### src/rtl/axi4l_mst_bridge.sv
// Core req/rsp port to AXI4-Lite master (AW/W/AR/R, no B), one transaction at a time.
// Define AXI_WBUF_EN to enable the WBUF_DEPTH-entry posted-write FIFO.
module axi4l_mst_bridge #(
  parameter int ADDR_W     = 32,
  parameter int DATA_W     = 32,
  parameter int WBUF_DEPTH = 4
) (
  input  logic                clk,
  input  logic                rst_n,
  input  logic                req_valid,
  output logic                req_ready,
  input  logic                req_we,
  input  logic [ADDR_W-1:0]   req_addr,
  input  logic [DATA_W-1:0]   req_wdata,
  input  logic [DATA_W/8-1:0] req_wstrb,
  output logic                rsp_valid,
  output logic [DATA_W-1:0]   rsp_rdata,
  output logic [ADDR_W-1:0]   m_awaddr,
  output logic                m_awvalid,
  input  logic                m_awready,
  output logic [DATA_W-1:0]   m_wdata,
  output logic [DATA_W/8-1:0] m_wstrb,
  output logic                m_wvalid,
  input  logic                m_wready,
  output logic [ADDR_W-1:0]   m_araddr,
  output logic                m_arvalid,
  input  logic                m_arready,
  input  logic [DATA_W-1:0]   m_rdata,
  input  logic                m_rvalid,
  output logic                m_rready
);
  localparam int STRB_W = DATA_W / 8;

  typedef enum logic [1:0] {IDLE, WR, RD_A, RD_D} state_t;

  state_t              state_q, state_d;
  logic [ADDR_W-1:0]   addr_q, addr_d;
  logic [DATA_W-1:0]   wdata_q, wdata_d;
  logic [STRB_W-1:0]   wstrb_q, wstrb_d;
  logic                awvalid_q, awvalid_d;
  logic                wvalid_q, wvalid_d;
  logic                arvalid_q, arvalid_d;
  logic                rready_q, rready_d;
  logic                rsp_valid_q, rsp_valid_d;
  logic [DATA_W-1:0]   rsp_rdata_q, rsp_rdata_d;

  // Write source: the core request directly, or the FIFO head when posting.
  logic                wr_start;
  logic                rd_accept;
  logic                push;
  logic [ADDR_W-1:0]   wr_src_addr;
  logic [DATA_W-1:0]   wr_src_data;
  logic [STRB_W-1:0]   wr_src_strb;

`ifdef AXI_WBUF_EN
  localparam int   PTR_W  = (WBUF_DEPTH > 1) ? $clog2(WBUF_DEPTH) : 1;
  localparam int   CNT_W  = $clog2(WBUF_DEPTH + 1);
  localparam int   ENT_W  = ADDR_W + DATA_W + STRB_W;
  localparam logic WR_RSP = 1'b0;

  logic [ENT_W-1:0] mem_q [WBUF_DEPTH];
  logic [PTR_W-1:0] wr_ptr_q, wr_ptr_d;
  logic [PTR_W-1:0] rd_ptr_q, rd_ptr_d;
  logic [CNT_W-1:0] cnt_q, cnt_d;
  logic             fifo_full;
  logic             fifo_empty;
  logic             pop;

  assign fifo_full  = (cnt_q == CNT_W'(WBUF_DEPTH));
  assign fifo_empty = (cnt_q == '0);
  assign push       = rst_n & req_valid & req_we & ~fifo_full;
  assign pop        = (state_q == IDLE) & ~fifo_empty;
  assign wr_start   = ~fifo_empty;
  // Reads wait for every posted write to drain so program order holds.
  assign rd_accept  = req_valid & ~req_we & fifo_empty;
  assign req_ready  = rst_n & (req_we ? ~fifo_full : ((state_q == IDLE) & fifo_empty));
  assign {wr_src_addr, wr_src_data, wr_src_strb} = mem_q[rd_ptr_q];

  always_comb begin
    wr_ptr_d = wr_ptr_q + PTR_W'(push);
    rd_ptr_d = rd_ptr_q + PTR_W'(pop);
    cnt_d    = cnt_q + CNT_W'(push) - CNT_W'(pop);
  end

  always_ff @(posedge clk) begin
    if (push) begin
      mem_q[wr_ptr_q] <= {req_addr, req_wdata, req_wstrb};
    end
  end

  always_ff @(posedge clk) begin
    if (!rst_n) begin
      wr_ptr_q <= '0;
      rd_ptr_q <= '0;
      cnt_q    <= '0;
    end else begin
      wr_ptr_q <= wr_ptr_d;
      rd_ptr_q <= rd_ptr_d;
      cnt_q    <= cnt_d;
    end
  end
`else
  localparam logic WR_RSP = 1'b1;

  assign push        = 1'b0;
  assign wr_start    = req_valid & req_we;
  assign rd_accept   = req_valid & ~req_we;
  assign req_ready   = rst_n & (state_q == IDLE);
  assign wr_src_addr = req_addr;
  assign wr_src_data = req_wdata;
  assign wr_src_strb = req_wstrb;
`endif

  always_comb begin
    state_d     = state_q;
    addr_d      = addr_q;
    wdata_d     = wdata_q;
    wstrb_d     = wstrb_q;
    awvalid_d   = awvalid_q;
    wvalid_d    = wvalid_q;
    arvalid_d   = arvalid_q;
    rready_d    = rready_q;
    rsp_valid_d = push;
    rsp_rdata_d = rsp_rdata_q;
    case (state_q)
      IDLE: begin
        if (wr_start) begin
          addr_d    = wr_src_addr;
          wdata_d   = wr_src_data;
          wstrb_d   = wr_src_strb;
          awvalid_d = 1'b1;
          wvalid_d  = 1'b1;
          state_d   = WR;
        end else if (rd_accept) begin
          addr_d    = req_addr;
          arvalid_d = 1'b1;
          state_d   = RD_A;
        end
      end
      WR: begin
        // AW and W retire independently; the write ends once both have.
        if (m_awready) awvalid_d = 1'b0;
        if (m_wready)  wvalid_d  = 1'b0;
        if (!awvalid_d && !wvalid_d) begin
          rsp_valid_d = rsp_valid_d | WR_RSP;
          state_d     = IDLE;
        end
      end
      RD_A: begin
        if (m_arready) begin
          arvalid_d = 1'b0;
          rready_d  = 1'b1;
          state_d   = RD_D;
        end
      end
      RD_D: begin
        if (m_rvalid) begin
          rsp_rdata_d = m_rdata;
          rsp_valid_d = 1'b1;
          rready_d    = 1'b0;
          state_d     = IDLE;
        end
      end
      default: state_d = IDLE;
    endcase
  end

  always_ff @(posedge clk) begin
    if (!rst_n) begin
      state_q     <= IDLE;
      addr_q      <= '0;
      wdata_q     <= '0;
      wstrb_q     <= '0;
      awvalid_q   <= 1'b0;
      wvalid_q    <= 1'b0;
      arvalid_q   <= 1'b0;
      rready_q    <= 1'b0;
      rsp_valid_q <= 1'b0;
      rsp_rdata_q <= '0;
    end else begin
      state_q     <= state_d;
      addr_q      <= addr_d;
      wdata_q     <= wdata_d;
      wstrb_q     <= wstrb_d;
      awvalid_q   <= awvalid_d;
      wvalid_q    <= wvalid_d;
      arvalid_q   <= arvalid_d;
      rready_q    <= rready_d;
      rsp_valid_q <= rsp_valid_d;
      rsp_rdata_q <= rsp_rdata_d;
    end
  end

  assign m_awaddr  = addr_q;
  assign m_araddr  = addr_q;
  assign m_wdata   = wdata_q;
  assign m_wstrb   = wstrb_q;
  assign m_awvalid = awvalid_q;
  assign m_wvalid  = wvalid_q;
  assign m_arvalid = arvalid_q;
  assign m_rready  = rready_q;
  assign rsp_valid = rsp_valid_q;
  assign rsp_rdata = rsp_rdata_q;

endmodule
### config.mk
export PLATFORM = sky130hd
export DESIGN_NAME = axi4l_mst_bridge
export DESIGN_NICKNAME = d
export VERILOG_FILES = /design/src/rtl/axi4l_mst_bridge.sv
export SDC_FILE = /design/constraint.sdc
export NUM_CORES = 1
export LEC_CHECK = 0
export CAP_MARGIN = 20
export CORE_MARGIN = 4
export CORE_UTILIZATION = 28
export CTS_CLUSTER_SIZE = 20
export DETAILED_ROUTE_END_ITERATION = 6
export PLACE_DENSITY = 0.63
export SLEW_MARGIN = 20
export SYNTH_ARGS = -nofsm -noshare
export SYNTH_HDL_FRONTEND = slang
export SYNTH_SLANG_ARGS = --single-unit
### constraint.sdc
create_clock -name clk -period 1.15 [get_ports clk]
set_input_delay 0.23 -clock clk [delete_from_list [all_inputs] [get_ports clk]]
set_output_delay 0.23 -clock clk [all_outputs]
set_load 0.01 [all_outputs]
=== After elaboration in Yosys (flattened, before gate mapping) ===
Cells that the tools add are included.
W data, S select, Z words.

* Bitwise operators: 4
* Multiplexer cells: 25
* Equality and inequality tests: 10
* Reductions and logical operators: 15

{| class="wikitable"
|+ Operators by type and width
! kind !! number
|-
| $mux W32 || 2
|-
| $mux W1 || 12
|-
| $ne A2 B2 Y1 const B || 6
|-
| $mux W2 || 5
|-
| $pmux W1 S2 || 5
|-
| $pmux W2 S4 || 1
|-
| $reduce_and A2 Y1 || 4
|-
| $reduce_and A4 Y1 || 2
|-
| $reduce_bool A2 Y1 || 4
|-
| $eq A2 B2 Y1 const B || 2
|-
| $and A1 B1 Y1 || 3
|-
| $ne A3 B3 Y1 const B || 1
|-
| $reduce_and A3 Y1 || 1
|-
| $eq A2 B1 Y1 const B || 1
|-
| $logic_not A1 Y1 || 2
|-
| $logic_not A2 Y1 || 1
|-
| $logic_and A1 B1 Y1 || 1
|-
| $not A1 Y1 || 1
|}

* Word-level logic and storage cells: 64
* Register bits: 107
* Output and inout bits: 138
* Input port bits: 108

=== Logic depth before layout (Yosys ltp) ===
Gate-level depths: netlist of the first run.

* Depth after elaboration: 6
* Gate-level depth with buffers: 6
* Depth with buffers taken out: 3

=== Least setup slack after synthesis of the first run ===
OpenSTA, ideal clock, no wires.

* Path kind: flip-flop to flip-flop
* Start: reg state_q[1]
* End: reg addr_q[10] (netlist: m_araddr[10])
* Library setup time: 0.132 ns
* Data required time: 1.018 ns
* Cell stages (with the launch flop): 6
* Path buffers: 2
* Slack: -0.077 ns
* Period minus slack after synthesis: 1.227 ns
* Arrival: 1.095 ns
* Path through: dfxtp_1 or3b_1 clkbuf_1 buf_2 nand2_1 a21oi_1

* Cells in the longest elaborated chain, start to end: 2

{| class="wikitable"
|+ RTL lines
! what !! RTL line !! RTL
|-
| start: declaration || 36 || <nowiki>state_t state_q, state_d;</nowiki>
|-
| start signal: assignment || 181 || <nowiki>state_q <= state_d;</nowiki>
|-
| $logic_not A2 Y1 || 125 || <nowiki>case (state_q)</nowiki>
|-
| $reduce_and A2 Y1 (no source line) || -- ||
|-
| end signal: assignment || 182 || <nowiki>addr_q <= addr_d;</nowiki>
|-
| end: declaration || 37 || <nowiki>logic [ADDR_W-1:0] addr_q, addr_d;</nowiki>
|}

Every way passes these cells.
A chain may end at the register's enable or synchronous reset.

=== Final worst setup path of the first run ===
* Start: reg state_q[0]
* End: reg rsp_rdata_q[24] (netlist: rsp_rdata[24])

* Cells in the longest elaborated chain, start to end: 2

{| class="wikitable"
|+ RTL lines
! what !! RTL line !! RTL
|-
| $eq A2 B2 Y1 || 125 ||
|-
| $reduce_and A2 Y1 (no source line) || -- ||
|-
| end signal: assignment || 190 || <nowiki>rsp_rdata_q <= rsp_rdata_d;</nowiki>
|-
| end: declaration || 45 || <nowiki>logic [DATA_W-1:0] rsp_rdata_q, rsp_rdata_d;</nowiki>
|}

Every way passes these cells.

==> metrics.yaml, run 1 <==
hold_path:
  hold_depth: 2
  hp-class: "input port to flip-flop"
timing:
  hold_viol_final: 0
  relSlewSlack_pct: 75.71
  slew_violations: 0
  rsz0062_at_grt: "true"
  worst_pin_slew_ns: 0.3644
  finalCriticalPeriod_ns: 1.366
  tns_ns: -16.68
  clock_skew_ns: 0.003982
  setup_viol: 106
  setup_ws_ns: -0.2164
  fmax_mhz: 731.8
  period_share_pct: 118.8
critical_path:
  worst_setup_path_start_kind: "flip-flop"
  arrival_ns: 1.63
  critical_path.max_fanout: 7
  critical_path_class: "flip-flop to flip-flop"
  r2r-end: "rsp_rdata[24]$_SDFFE_PN0P_"
  worst-r2r-cell-count: 7
  worstSetupEndpointType: "flip-flop"
  startpoint: "state_q[0]$_SDFFE_PN0P_"
  required_ns: 1.41
  r2r-start: "state_q[0]$_SDFFE_PN0P_"
  endpoint: "rsp_rdata[24]$_SDFFE_PN0P_"
  rrSetupSlack_ns: -0.22
global_route:
  grt_pass1_wl_mm: 20.29
  antenna_found_initial: 1
  grt_pass1_vias: 4011
  grt_max_degree: 68
  overflow: 0
  grt_usage_pct: 15.56
clock_tree:
  clk_pin_slew_worst_paths_ns: 0.07
  cts-root-buf: "clkbuf_16"
  postCtsHoldBufs: 0
  clk_path_buf_depth: 2
  clk_latency_ns: 0.34
  cts_sinks: 107
  ctsHtreeMaxLevel: 3
  cts_tree: "built"
  cts_buffers: 9
die:
  core_um2: 14040
  die-area_um2: 16440
  ioPinCount: 246
  initial_core_util_pct: 28.82
  die_y_um: 128.2
  chipWidth_um: 128.2
  std_cell_rows: 43
synth:
  synth_warnings: 0
  ys_ff_latch: 107
  synth-edff-count: 0
  synth_async_sr_flop_share_pct: 0
  ys.flop_type: "dfxtp_1"
  syn_area_um2: 4046
  syn_inst: 507
  syn_area_per_cell_um2: 7.981
  yosys.cell_types.count: 26
  synth_nets: 615
  seq_area_frac_synth_pct: 52.94
routing:
  via_count: 4125
  dr.pass1.iters: 5
  viasPerCell: 4.498
  wl_mm: 13.44
  drt_iter0_drc: 142
  antenna_left: 0
  drc: 0
  wl_per_cell_um: 14.65
cells_and_area:
  fillers: 1383
  drive_gt1_share_pct: 37.64
  area_growth_pct: 65.24
  finish.net_count: 839
outcome:
  violations: "negative setup slack"
  status: "finished with violations"
placement:
  gp_congestion: 0.8095
  port_buffers: 245
  place_ws_ns: -0.7081
  post-dp-hpwl_mm: 9.321
power_and_ir_drop:
  peakVddDrop_mv: 0.7817
  powerDensity_nw_per_um2: 1427
  p_leak_nw: 2.868
flow_run:
  maxCapViolCount: 0
cells in the mapped netlist, types with 2 or more instances:
cell type	count	area (µm²)
o21ai_0	2	10.01
buf_2	16	80.08
nor2_1	4	15.01
o21a_1	2	15.01
buf_4	34	255.2
a21oi_1	103	515.5
nand2_1	203	762.0
and3_1	2	12.51
buf_6	4	45.04
clkbuf_1	13	48.80
a21boi_0	2	15.01
nand2b_1	2	12.51
dfxtp_1	107	2142
critical path: stages, from the launching register on:
cell and delay, ns:
dfxtp_4 0.37, buf_4 0.12, buf_6 0.11, and3_4 0.27
buf_6 0.12, buf_12 0.11, nand2_1 0.05, a21oi_1 0.14
state kept, by name, summed over array words and instances (netlist names), 2 cells and up:
register	flops
m_wstrb	4
rsp_rdata	32
m_araddr	32
m_wdata	32
state_q	2
metrics by stage:
step	util [%]	hold slack (ns)	power, W	cell area, µm²	instances
floorplan	-	0.3476	0.004817	4080	507
global placement	46.46	0.4405	0.005729	6524	885
detailed placement	46.46	0.4465	0.005752	6524	885
CTS	48.06	0.3023	0.009699	6749	916
global route	47.62	0.3212	0.009979	6686	917
finish	47.62	0.3192	0.009542	6686	917
layout by cell type, fill, tap and decap left out, drive strengths merged, types with 2 or more instances in the layout:
cell	synthesis	routed
nand2	203	203
buf	54	167
dfxtp	107	107
clkdlybuf4s50	0	106
a21oi	103	103
clkbuf	13	12
bufinv	0	5
nor2	4	4
clkdlybuf4s15	0	4
nand2b	2	2
o21ai	2	2
a21boi	2	2
o21a	2	2
nor3b	2	2
and3	2	2
inv	1	2
layout make-up:
cell class / count / area (µm²) / area share [%]
diodes: 1 / 2.502 / 0.03743
clock buffers: 10 / 239.0 / 3.574
clock inverters: 6 / 158.9 / 2.376
inverters: 2 / 8.758 / 0.1310
multi-input cells: 331 / 1578 / 23.60
flip-flops and latches: 107 / 2213 / 33.10
well taps: 180 / 225.2 / 3.368
repair buffers: 280 / 2261 / 33.81
repair_timing:
| action | in CTS | in global routing |
|---|---|---|
| gates resized for setup | 601 | 53 |
| cloned | 5 | 2 |
| buffers inserted | 10 | 0 |
| pin swaps | 4 | 2 |
| setup endpoints to repair | 244 | 136 |
power by group:
part / switching [W] / internal [W] / leakage (nW)
clock: 0.00136 / 0.00263 / 0.193
sequential: 0.000111 / 0.00391 / 0.895
combinational: 0.000706 / 0.000816 / 1.78
cells by family (layout without fill, tap and decap cells):
logic type | Yosys count | in the layout | share of synthesized area (%)
compound gates | 112 | 112 | 14.29
flops | 107 | 107 | 52.94
other cells | 0 | 1 | 0
buf+inv | 69 | 298 | 10.79
simple gates | 219 | 219 | 21.98
layer usage:
metal  share of wire [%]  up-vias  track usage [%]
met5                   0        -                0
met4                 2.8        0            7.054
met3                 8.2       23            5.125
met2                  50      163            27.21
met1                  39     1888            17.03
li1                    -     2051                -
worst min path at each step:
stage                                          start                    endpoint  slack (ns)
after floorplan                                rst_n      m_awvalid$_SDFFE_PN0P_        0.35
after global placement    rsp_rdata[14]$_SDFFE_PN0P_  rsp_rdata[14]$_SDFFE_PN0P_        0.44
after detailed placement     m_wdata[0]$_SDFFE_PN0P_     m_wdata[0]$_SDFFE_PN0P_        0.45
after CTS                                      rst_n      m_awvalid$_SDFFE_PN0P_        0.30
after global routing                           rst_n       m_wvalid$_SDFFE_PN0P_        0.32
final                                          rst_n       m_wvalid$_SDFFE_PN0P_        0.32
No activity file was read; power rests on OpenSTA's default activity.
==> run 2, diff against run 1 <==
PLACE_DENSITY = 0.66   (was 0.63)
==> run 2 against run 1 <==
Effect of this change:
- the run still ends with negative setup slack left
- power decreased by 8.8%
- via count grew 1.9%
- die area unchanged
- hold slack better by 0.055 ns
- non-clock buffer count rose by 5
- clock power decreased by 25%
- wire length rose by 4.1%
- flip-flop and latch count unchanged
- sequential power barely moved
- cell count up 0.33%
- global-route usage down 0.12 points
- largest cell class unchanged
==> metrics.yaml, run 2 (same netlist as run 1, synthesis figures left out) <==
global_route:
  grt_usage_pct: 15.44  # was 15.56%
  grt_pass1_vias: 4166  # was 4011
  grt_pass1_wl_mm: 20.45  # was 20.29 mm
  grt_max_degree: 54  # was 68
  antenna_found_initial: 1  # unchanged
  overflow: 0  # unchanged
routing:
  drc: 0  # unchanged
  antenna_left: 0  # unchanged
  drt_iter0_drc: 177  # was 142
  wl_per_cell_um: 15.20  # was 14.65 µm
  wl_mm: 13.99  # was 13.44 mm
  dr.pass1.iters: 4  # was 5
  via_count: 4203  # was 4125
  viasPerCell: 4.568  # was 4.498
critical_path:
  crit_chain: "buf_6 > nor4bb_4 > buf_6 > buf_12 > buf_16 > nand2_1 > a21oi_2"  # was buf_4 > buf_6 > and3_4 > buf_6 > buf_12 > nand2_1 > a21oi_1
  arrival_ns: 1.66  # was 1.63 ns
  max_stage_delay_ns: 0.37  # about the same
  required_ns: 1.42  # was 1.41 ns
  critical_path.max_fanout: 5  # was 7
  slowest_stage: "dfxtp_4"  # unchanged
  worst_setup_path_start_kind: "flip-flop"  # unchanged
  cp_top_family: "buffers and inverters"  # unchanged
  worstSetupEndpointType: "flip-flop"  # unchanged
  crit_top_cell: "buf_6"  # unchanged
  rrSetupSlack_ns: -0.24  # was -0.22 ns
  critical_path_class: "flip-flop to flip-flop"  # unchanged
  critPathBufInv: 4  # unchanged
cells_and_area:
  area_growth_pct: 67.69  # was 65.24%
  final_cell_mix: "nand2_1, buf_2, clkdlybuf4s50_1"  # unchanged
  drive_gt1_share_pct: 38.97  # was 37.64%
  finalInstanceArea_um2: 6785  # was 6686 µm²
  mostFrequentLayoutCell: "nand2_1"  # unchanged
  finish.net_count: 844  # was 839
clock_tree:
  cts_sinks: 107  # unchanged
  cts-root-buf: "clkbuf_16"  # unchanged
  cts_buffers: 9  # unchanged
  ctsHtreeMaxLevel: 3  # unchanged
  postCtsHoldBufs: 0  # unchanged
  clk_pin_slew_worst_paths_ns: 0.07  # about the same
  clk_latency_ns: 0.34  # about the same
  clk_path_buf_depth: 2  # unchanged
  cts_tree: "built"  # unchanged
die:
  die-area_um2: 16440  # unchanged
  die_y_um: 128.2  # unchanged
  core_um2: 14040  # unchanged
  ioPinCount: 246  # unchanged
  chipWidth_um: 128.2  # unchanged
  initial_core_util_pct: 28.82  # unchanged
  std_cell_rows: 43  # unchanged
placement:
  dpl_cell_area_um2: 6526  # was 6524 µm²
  port_buffers: 245  # unchanged
  post-dp-hpwl_mm: 9.528  # was 9.321 mm
  gp_congestion: 0.8221  # was 0.8095
  place_ws_ns: -0.6404  # was -0.7081 ns
timing:
  tns_ns: -12.95  # was -16.68 ns
  slew_violations: 0  # unchanged
  clock_skew_ns: 0.008086  # was 0.003982 ns
  fmax_mhz: 719.8  # was 731.8 MHz
  finalCriticalPeriod_ns: 1.389  # was 1.366 ns
  setup_viol: 103  # was 106
  worst_pin_slew_ns: 0.4805  # was 0.3644 ns
  whs_ns: 0.3740  # was 0.3192 ns
  relSlewSlack_pct: 67.97  # was 75.71%
  hold_viol_final: 0  # unchanged
  period_share_pct: 120.8  # was 118.8%
  setup_ws_ns: -0.2394  # was -0.2164 ns
  rsz0062_at_grt: "true"  # unchanged
power_and_ir_drop:
  powerDensity_nw_per_um2: 1282  # was 1427 nW/µm²
  finalPower_w: 0.008700  # was 0.009542 W
  peakVddDrop_mv: 0.7493  # was 0.7817 mV
  p_leak_nw: 2.854  # was 2.868 nW
flow_run:
  maxCapViolCount: 0  # unchanged
outcome:
  violations: "negative setup slack"  # unchanged
  status: "finished with violations"  # unchanged
hold_path:
  hp-class: "input port to flip-flop"  # unchanged
run 2: cell count changes in the layout (fill, tap and decap cells not counted), moves of 4 or more:
cell	previous run	this run
a21oi_1	82	73
a21oi_2	21	30
buf_2	134	125
clkdlybuf4s15_2	4	13
dfxtp_2	54	47
dfxtp_1	52	58
nand2_1	197	192
nand2_2	6	11
bufinv_16	5	1
run 2: path summary, 6_finish.rpt:
| check | startpoint | end | cells past startpoint |
|---|---|---|---|
| max reg2reg | state_q[1]$_SDFFE_PN0P_ | m_wdata[1]$_SDFFE_PN0P_ | 7 |
| min | req_valid | m_arvalid$_SDFFE_PN0P_ | 4 |
| min reg2reg | m_wdata[19]$_SDFFE_PN0P_ | m_wdata[19]$_SDFFE_PN0P_ | 2 |
| max | state_q[1]$_SDFFE_PN0P_ | m_wdata[1]$_SDFFE_PN0P_ | 7 |
run 2: area by class of cell:
cell class / instances / area, µm²
fillers: 1430 / 7257
flip-flops and latches: 107 / 2208
multi-input cells: 331 / 1638
clock buffers: 12 / 246.5
well taps: 180 / 225.2
clock inverters: 2 / 37.54
diodes: 1 / 2.502
repair buffers: 285 / 2419
inverters: 2 / 8.758
run 2: metrics by stage:
stage | utilization [%] | cells
5_1_grt | 48.32 | 920
3_5_place_dp | 46.48 | 887
2_1_floorplan | - | 507
3_3_place_gp | 46.48 | 887
4_1_cts | 47.95 | 909
6_report | 48.32 | 920
run 2: power by group:
part,internal (W),switching [W]
combinational,0.000911,0.000767
clock,0.00173,0.00127
sequential,0.00391,0.000119
run 2: repair_timing:
item,in CTS,in global routing
resized for setup,564,96
cloned,4,5
setup buffers,4,5
pin swaps,2,13
setup endpoints to repair,244,153
run 2: tightest hold or removal path, delay by kind of cell:
family / cells / cell delay [ns]
compound gates: 1 / 0.05
buf+inv: 1 / 0.15
simple gates: 2 / 0.24
run 2: metal layers:
metal / global-route usage [%] / wire (µm) / vias to the layer above / share of wire [%]
met5: 0 / 0 / - / 0
met4: 6.679 / 411 / 0 / 2.9
met3: 5.042 / 1172 / 26 / 8.4
met2: 27.92 / 7050 / 162 / 50
met1: 16.29 / 5350 / 1957 / 38
li1: - / - / 2058 / -
